<file path="src/rtl/fp_addsub_seq_if.sv">
// Operand/result handshake bundle for fp_addsub_seq.
//   master: drives A, B, op, in_valid, out_ready; observes in_ready, result, flags, out_valid
//   slave : the adder side of the same signals
interface fp_addsub_seq_if #(
  parameter int unsigned EXP_W = 8,
  parameter int unsigned MAN_W = 23
);
  localparam int unsigned W = 1 + EXP_W + MAN_W;

  logic [W-1:0] A;
  logic [W-1:0] B;
  logic         op;
  logic         in_valid;
  logic         in_ready;
  logic [W-1:0] result;
  logic [3:0]   flags;
  logic         out_valid;
  logic         out_ready;

  modport master (
    output A, B, op, in_valid, out_ready,
    input  in_ready, result, flags, out_valid
  );

  modport slave (
    input  A, B, op, in_valid, out_ready,
    output in_ready, result, flags, out_valid
  );
endinterface

</file>
<file path="src/rtl/fp_addsub_seq.sv">
// Multi-cycle IEEE-754 style adder/subtractor (FTZ, round-to-nearest-even).
// Ports:
//   clk, rst_n : clock, asynchronous active-low reset
//   io (slave) : A, B, op (0 add, 1 sub), in_valid/in_ready accept handshake,
//                result, flags {invalid, overflow, underflow, inexact},
//                out_valid/out_ready result handshake
// One operation in flight: IDLE -> ALIGN -> ADD -> NORM -> ROUND -> DONE.
module fp_addsub_seq #(
  parameter int unsigned EXP_W = 8,
  parameter int unsigned MAN_W = 23
) (
  input logic           clk,
  input logic           rst_n,
  fp_addsub_seq_if.slave io
);
  localparam int unsigned W   = 1 + EXP_W + MAN_W;
  localparam int unsigned FW  = MAN_W + 4;        // hidden + mantissa + guard/round/sticky
  localparam int unsigned XW  = EXP_W + 2;        // signed working exponent
  localparam int unsigned LZW = $clog2(FW) + 1;
  localparam logic [EXP_W-1:0]        EXP_ONES = '1;
  localparam logic signed [XW-1:0]    XONE     = XW'(1);
  localparam logic signed [XW-1:0]    XMAX     = XW'((1 << EXP_W) - 1);
  localparam logic [W-1:0] QNAN = {1'b0, {EXP_W{1'b1}}, 1'b1, {(MAN_W-1){1'b0}}};

  typedef enum logic [2:0] {IDLE, ALIGN, ADD, NORM, ROUND, DONE} state_t;

  state_t state_q, state_d;
  logic   in_ready_d, out_valid_d;

  logic [W-1:0]           a_q, b_q;
  logic                   op_q;
  logic                   spec_q, spec_inv_q;
  logic [W-1:0]           spec_res_q;
  logic                   sign_q, sub_q, zsign_q, zero_q;
  logic signed [XW-1:0]   exp_q;
  logic [FW-1:0]          man_l_q, man_s_q, nman_q;
  logic [FW:0]            sum_q;

  // Unpack, flush subnormals, classify specials, order by magnitude and align
  logic                 sa, sb, a_nan, b_nan, a_inf, b_inf, a_big, sl;
  logic [EXP_W-1:0]     ea, eb, el, es, diff;
  logic [MAN_W-1:0]     fa, fb;
  logic [MAN_W:0]       ma, mb, ml, ms;
  logic [FW-1:0]        ms_ext, ms_al;
  logic                 sp, sp_inv;
  logic [W-1:0]         sp_res;

  always_comb begin
    sa     = a_q[W-1];
    sb     = b_q[W-1] ^ op_q;
    ea     = a_q[MAN_W +: EXP_W];
    eb     = b_q[MAN_W +: EXP_W];
    fa     = a_q[MAN_W-1:0];
    fb     = b_q[MAN_W-1:0];
    ma     = (ea == '0) ? '0 : {1'b1, fa};
    mb     = (eb == '0) ? '0 : {1'b1, fb};
    a_nan  = (ea == EXP_ONES) && (fa != '0);
    b_nan  = (eb == EXP_ONES) && (fb != '0);
    a_inf  = (ea == EXP_ONES) && (fa == '0);
    b_inf  = (eb == EXP_ONES) && (fb == '0);
    a_big  = {ea, ma} >= {eb, mb};
    sl     = a_big ? sa : sb;
    el     = a_big ? ea : eb;
    es     = a_big ? eb : ea;
    ml     = a_big ? ma : mb;
    ms     = a_big ? mb : ma;
    diff   = el - es;
    ms_ext = {ms, 3'b000};
    if (32'(diff) >= FW - 1) begin
      ms_al = {{(FW-1){1'b0}}, |ms};
    end else begin
      ms_al = (ms_ext >> diff) | FW'(|(ms_ext & ~({FW{1'b1}} << diff)));
    end
    sp     = a_nan | b_nan | a_inf | b_inf;
    sp_inv = a_nan | b_nan | (a_inf & b_inf & (sa != sb));
    if (sp_inv)     sp_res = QNAN;
    else if (a_inf) sp_res = {sa, EXP_ONES, {MAN_W{1'b0}}};
    else            sp_res = {sb, EXP_ONES, {MAN_W{1'b0}}};
  end

  // Normalise: carry-out shifts right (sticky preserved), else one-cycle left shift by lzc
  logic [LZW-1:0]       lz;
  logic [FW-1:0]        n_man;
  logic signed [XW-1:0] n_exp;

  always_comb begin
    lz = '0;
    for (int i = 0; i < FW; i++) begin
      if (sum_q[i]) lz = LZW'(FW - 1 - i);
    end
    if (sum_q[FW]) begin
      n_man = {sum_q[FW:2], sum_q[1] | sum_q[0]};
      n_exp = exp_q + XW'(1);
    end else begin
      n_man = sum_q[FW-1:0] << lz;
      n_exp = exp_q - XW'(lz);
    end
  end

  // Round to nearest even, renormalise on carry, then range-check the exponent
  logic                 g, r, s, rup, inexact;
  logic [MAN_W+1:0]     rnd;
  logic [MAN_W-1:0]     frac;
  logic signed [XW-1:0] fe;
  logic [W-1:0]         r_res;
  logic [3:0]           r_flags;

  always_comb begin
    g       = nman_q[2];
    r       = nman_q[1];
    s       = nman_q[0];
    inexact = g | r | s;
    rup     = g & (r | s | nman_q[3]);
    rnd     = {1'b0, nman_q[FW-1:3]} + (MAN_W+2)'(rup);
    if (rnd[MAN_W+1]) begin
      frac = rnd[MAN_W:1];
      fe   = exp_q + XW'(1);
    end else begin
      frac = rnd[MAN_W-1:0];
      fe   = exp_q;
    end
    if (spec_q) begin
      r_res   = spec_res_q;
      r_flags = {spec_inv_q, 3'b000};
    end else if (zero_q) begin
      r_res   = {zsign_q, {(W-1){1'b0}}};
      r_flags = 4'b0000;
    end else if (fe < XONE) begin
      r_res   = {sign_q, {(W-1){1'b0}}};
      r_flags = 4'b0011;
    end else if (fe >= XMAX) begin
      r_res   = {sign_q, EXP_ONES, {MAN_W{1'b0}}};
      r_flags = 4'b0101;
    end else begin
      r_res   = {sign_q, fe[EXP_W-1:0], frac};
      r_flags = {3'b000, inexact};
    end
  end

  // State register and registered handshake outputs
  always_ff @(posedge clk or negedge rst_n) begin
    if (!rst_n) begin
      state_q      <= IDLE;
      io.in_ready  <= 1'b1;
      io.out_valid <= 1'b0;
    end else begin
      state_q      <= state_d;
      io.in_ready  <= in_ready_d;
      io.out_valid <= out_valid_d;
    end
  end

  // Next-state logic
  always_comb begin
    state_d     = state_q;
    in_ready_d  = 1'b0;
    out_valid_d = 1'b0;
    case (state_q)
      IDLE:    if (io.in_valid) state_d = ALIGN;
      ALIGN:   state_d = ADD;
      ADD:     state_d = NORM;
      NORM:    state_d = ROUND;
      ROUND:   state_d = DONE;
      DONE:    if (io.out_ready) state_d = IDLE;
      default: state_d = IDLE;
    endcase
    in_ready_d  = (state_d == IDLE);
    out_valid_d = (state_d == DONE);
  end

  // Datapath: each stage captures its own results on leaving its state
  always_ff @(posedge clk or negedge rst_n) begin
    if (!rst_n) begin
      a_q        <= '0;
      b_q        <= '0;
      op_q       <= 1'b0;
      spec_q     <= 1'b0;
      spec_inv_q <= 1'b0;
      spec_res_q <= '0;
      sign_q     <= 1'b0;
      sub_q      <= 1'b0;
      zsign_q    <= 1'b0;
      zero_q     <= 1'b0;
      exp_q      <= '0;
      man_l_q    <= '0;
      man_s_q    <= '0;
      sum_q      <= '0;
      nman_q     <= '0;
      io.result  <= '0;
      io.flags   <= '0;
    end else begin
      case (state_q)
        IDLE: if (io.in_valid) begin
          a_q  <= io.A;
          b_q  <= io.B;
          op_q <= io.op;
        end
        ALIGN: begin
          spec_q     <= sp;
          spec_inv_q <= sp_inv;
          spec_res_q <= sp_res;
          sign_q     <= sl;
          sub_q      <= (sa != sb);
          zsign_q    <= sa & sb;
          exp_q      <= XW'(el);
          man_l_q    <= {ml, 3'b000};
          man_s_q    <= ms_al;
        end
        ADD: begin
          sum_q <= sub_q ? ({1'b0, man_l_q} - {1'b0, man_s_q})
                         : ({1'b0, man_l_q} + {1'b0, man_s_q});
        end
        NORM: begin
          nman_q <= n_man;
          exp_q  <= n_exp;
          zero_q <= (sum_q == '0);
        end
        ROUND: begin
          io.result <= r_res;
          io.flags  <= r_flags;
        end
        default: ;
      endcase
    end
  end
endmodule

</file>
<file path="src/flat_wrapper.sv">
// flat-port wrapper written by rule: the top's interface ports become plain ports
module fp_addsub_seq_flat 
#(
  parameter int unsigned EXP_W = 8,
  parameter int unsigned MAN_W = 23
)
  (clk, rst_n, io_A, io_B, io_op, io_in_valid, io_out_ready, io_in_ready, io_result, io_flags, io_out_valid);
  fp_addsub_seq_if #(.EXP_W(EXP_W), .MAN_W(MAN_W)) io_i ();
  input logic clk;
  input logic rst_n;
  input wire logic [$bits(io_i.A)-1:0] io_A;
  input wire logic [$bits(io_i.B)-1:0] io_B;
  input wire logic [$bits(io_i.op)-1:0] io_op;
  input wire logic [$bits(io_i.in_valid)-1:0] io_in_valid;
  input wire logic [$bits(io_i.out_ready)-1:0] io_out_ready;
  output wire logic [$bits(io_i.in_ready)-1:0] io_in_ready;
  output wire logic [$bits(io_i.result)-1:0] io_result;
  output wire logic [$bits(io_i.flags)-1:0] io_flags;
  output wire logic [$bits(io_i.out_valid)-1:0] io_out_valid;
  assign io_i.A = io_A;
  assign io_i.B = io_B;
  assign io_i.op = io_op;
  assign io_i.in_valid = io_in_valid;
  assign io_i.out_ready = io_out_ready;
  assign io_in_ready = io_i.in_ready;
  assign io_result = io_i.result;
  assign io_flags = io_i.flags;
  assign io_out_valid = io_i.out_valid;
  fp_addsub_seq #(.EXP_W(EXP_W), .MAN_W(MAN_W)) u_core (.clk(clk), .rst_n(rst_n), .io(io_i));
endmodule
</file>
<file path="config.mk">
export PLATFORM = sky130hd
export DESIGN_NAME = fp_addsub_seq_flat
export DESIGN_NICKNAME = d
export VERILOG_FILES = /design/src/rtl/fp_addsub_seq_if.sv /design/src/rtl/fp_addsub_seq.sv /design/src/flat_wrapper.sv
export SDC_FILE = /design/constraint.sdc
export NUM_CORES = 1
export LEC_CHECK = 0
export CORE_ASPECT_RATIO = 0.5
export CORE_UTILIZATION = 30
export CTS_CLUSTER_SIZE = 8
export DETAILED_ROUTE_END_ITERATION = 6
export PLACE_DENSITY = 0.55
export SLEW_MARGIN = 25
export SYNTH_ARGS = -nofsm -noshare
export SYNTH_HDL_FRONTEND = slang
export SYNTH_SLANG_ARGS = --single-unit
</file>
<file path="constraint.sdc">
create_clock -name clk -period 8.5 [get_ports clk]
set_input_delay 1.275 -clock clk [delete_from_list [all_inputs] [get_ports clk]]
set_output_delay 1.275 -clock clk [all_outputs]
set_load 0.02 [all_outputs]
</file>
==> results_dict.tcl <==
set metrics [dict create \
    synth_cell_types 84 \
    fin_hold_ws_ns 0.465 \
    grt_max_degree 112 \
    core-area_mm2 0.0563 \
    grt_overflow 0 \
    rsz0062_at_grt "no" \
    die_w_um 342 \
    viasPerCell 5.49 \
    worstSetupPathType "flip-flop to flip-flop" \
    ff2ff_path_depth 20 \
    io_buffers 106 \
    clock-root-buffer "clkbuf_16" \
    period_share_pct 84.7 \
    finalCriticalPeriod_ns 7.20 \
    synthSimpleGateAreaFrac_pct 18.7 \
    final_nets 2286 \
    gp_congestion 0.930 \
    cts_resized 0 \
    multiInputGateArea_mm2 0.0107 \
    setup_viol 0 \
    ys.flop_type "dfrtp_1" \
    cts_hold_buf 0 \
    cts_tree "yes" \
    rows 61 \
    crit_fanout 27 \
    drc 0 \
    cp-start-kind "flip-flop" \
    clock_skew_ns 0.0179 \
    syn-cell-area_mm2 0.0173 \
    ys_seq_elements 230 \
    yosysSeqAreaShare_pct 33.2 \
    grt_pass1_wl_mm 89.2 \
    timing.fmax_ghz 0.139 \
    wl_per_cell_um 19.8 \
    dieArea_mm2 0.0587 \
    n_fill_cell 5869 \
    ys_warn_count 0 \
    via_count 15900 \
    synth_fa_ha_area_share_pct 6.73 \
    synth_top_area_share_pct 33.1 \
    synthCells 2091 \
    wl_mm 57.3 \
    place_hpwl_mm 43.2 \
    fin_cells 2891 \
    grt_pass1_vias 14900 \
    crit_path_end_kind "flip-flop" \
    start_util_pct 30.8 \
    clkTransAtPathRegs_ns 0.05 \
    drive_gt1_share_pct 8.01 \
    drv_cap 0 \
    clock-sinks 230 \
    slew_violations 0 \
    synth_area_leaders "dfrtp_1 (33%), ha_1 (6.5%), nand2_1 (5.9%)" \
    drt-initial-drc-count 1598 \
    worst_slew_margin_rel_pct 34.9 \
    clock_latency_ns 0.53 \
    synth-async-reset-ratio_pct 100 \
    hold_viol 0 \
    avgSynthCellArea_um2 8.28 \
    syn_to_final_growth_pct 15.2 \
    firstDrtPassIters 6 \
    muxShareOfSynthArea_pct 10.3 \
    worstHoldPathType "flip-flop to flip-flop" \
    synth_xor_area_share_pct 3.49 \
    route.antenna.remaining_nets 0 \
    htreeDepth 2 \
    synth_edf_count 0 \
    dpl.cell_count 2845 \
    outcome "finished, final reports clean" \
    grt_antenna_before_repair 2 \
    numCtsBuffers 34 \
    synth_top_family_by_area "compound AO/OA/AOI/OAI gates" \
    track_usage_pct 19.3 \
    worstPathArrival_ns 7.59 \
    cp.required_ns 8.89 \
    post_cts_buffers 0 \
    synth-compound-area-share_pct 22.4 \
    synth_top_cell_by_area "dfrtp_1" \
    clockBufferDepth 3 \
    whs_path_depth 1 \
    syn_nets 2252 \
    finalSetupTns_ns 0 \
    io_pins 107 \
    die_h_um 172 \
    tightest_slew_ns 0.974 \
    seqCellArea_mm2 0.00576 \
]
-- placed cells by master, fill, tap and decap left out, types with 7 or more instances in the layout --
cell type,instances
nand4_1,17
nor2_1,167
nand3_1,51
o31a_1,7
clkdlybuf4s50_1,105
mux2_2,70
o21ai_0,158
nor4_1,27
o211ai_1,14
or3_1,12
o21a_1,14
mux2i_1,86
clkbuf_1,9
o31ai_1,11
clkbuf_16,35
a22oi_1,8
nor2b_1,9
o22a_1,10
xnor2_1,39
and2_1,28
a211oi_1,21
nand2_1,270
and4_1,7
ha_1,90
xor2_1,25
and3_1,14
buf_4,30
a221oi_1,19
dfrtp_1,229
o21bai_1,10
o22ai_1,25
inv_1,89
a22o_1,20
nand2b_1,20
a21oi_1,157
a31oi_1,15
a21o_1,22
nor3_1,47
o21ai_1,28
-- synthesized netlist by cell type, types with 15 or more instances --
cell type,n
a211oi_1,21
a21o_1,22
a21oi_1,158
a221oi_1,19
a22o_1,20
a31oi_1,15
and2_1,28
clkbuf_1,117
dfrtp_1,229
ha_1,90
inv_1,89
mux2_2,70
mux2i_1,86
nand2_1,271
nand2b_1,21
nand3_1,51
nand4_1,17
nor2_1,169
nor3_1,47
nor4_1,27
o21ai_0,158
o21ai_1,28
o22ai_1,25
xnor2_1,39
xor2_1,25
-- per-stage QoR --
stage | utilization [%] | setup slack (ns) | area [um^2]
6_report | 35.5 | 1.30 | 20000
5_1_grt | 35.5 | 0.924 | 20000
4_1_cts | 35.5 | 1.43 | 20000
3_5_place_dp | 33.8 | 1.46 | 19000
3_3_place_gp | 33.8 | 1.52 | 19000
2_1_floorplan | - | 1.60 | 17300
-- worst max-delay path, cell delays in order, from the launching register on --
cell	delay (ns)
dfrtp_1	0.46
nor4_1	0.31
nand2_1	0.58
and2_1	0.48
ha_1	0.31
a2111oi_0	0.46
o31ai_1	0.15
a41o_1	0.31
and4_1	0.26
nor2_4	0.35
a22oi_1	0.16
ha_1	0.22
a311o_1	0.35
o21a_4	0.17
xnor2_4	0.67
nand2_2	0.22
a221oi_2	0.29
o21ai_1	0.10
o31a_1	0.28
or4_1	0.52
o41a_1	0.38
-- flip-flops by register name (all words and copies together), names as in the netlist, 3 cells and up --
name               cells
u_core.io.flags        4
u_core.io.result      32
u_core.a_q            32
u_core.spec_res_q      3
u_core.nman_q         27
u_core.sum_q          28
u_core.exp_q          10
u_core.b_q            32
u_core.state_q         3
u_core.man_s_q        27
u_core.man_l_q        24
-- per-layer routing --
layer	GRT usage, %	share of wire [%]	wire length, um
met1	27.9	48	27300
met2	29.4	43	24800
met3	3.21	6.5	3750
met4	5.24	2.4	1400
met5	0	0	0
-- worst paths after layout --
path / startpoint / end / slack, ns
worst max-delay path: u_core.a_q[28]$_DFFE_PN0P_ / u_core.man_s_q[0]$_DFFE_PN0P_ / 1.30
worst min-delay path: u_core.spec_res_q[30]$_DFFE_PN0P_ / u_core.spec_res_q[30]$_DFFE_PN0P_ / 0.46
worst max register to register: u_core.a_q[28]$_DFFE_PN0P_ / u_core.man_s_q[0]$_DFFE_PN0P_ / 1.30
worst min register to register: u_core.spec_res_q[30]$_DFFE_PN0P_ / u_core.spec_res_q[30]$_DFFE_PN0P_ / 0.46
max in group asynchronous: rst_n / u_core.man_s_q[0]$_DFFE_PN0P_ / 6.35
min in group asynchronous: rst_n / u_core.nman_q[20]$_DFFE_PN0P_ / 0.82
-- layout make-up --
cell class                 instances  area share [%]
tap                              756            4.74
multi-input combinational       1632            53.6
clock inverter                     1          0.0439
clock buffer                      44            4.56
timing repair buffer             136            6.47
inverter                          91            1.71
antenna                            1          0.0125
sequential                       230            28.8
-- kinds of logic (layout without fill, tap and decap cells) --
kind of cell,Yosys count,after routing
AOI/OAI and AO/OA,610,610
xor gates and xnor gates,66,66
adders and majority gates,92,92
buffers and inverters,229,272
DFF,230,230
muxes,162,162
other,0,1
and+or+nand+nor,702,702
Power is left out: the tool's default activity adds up to more than one toggle a clock period on the data nets, which glitch-free logic cannot reach.
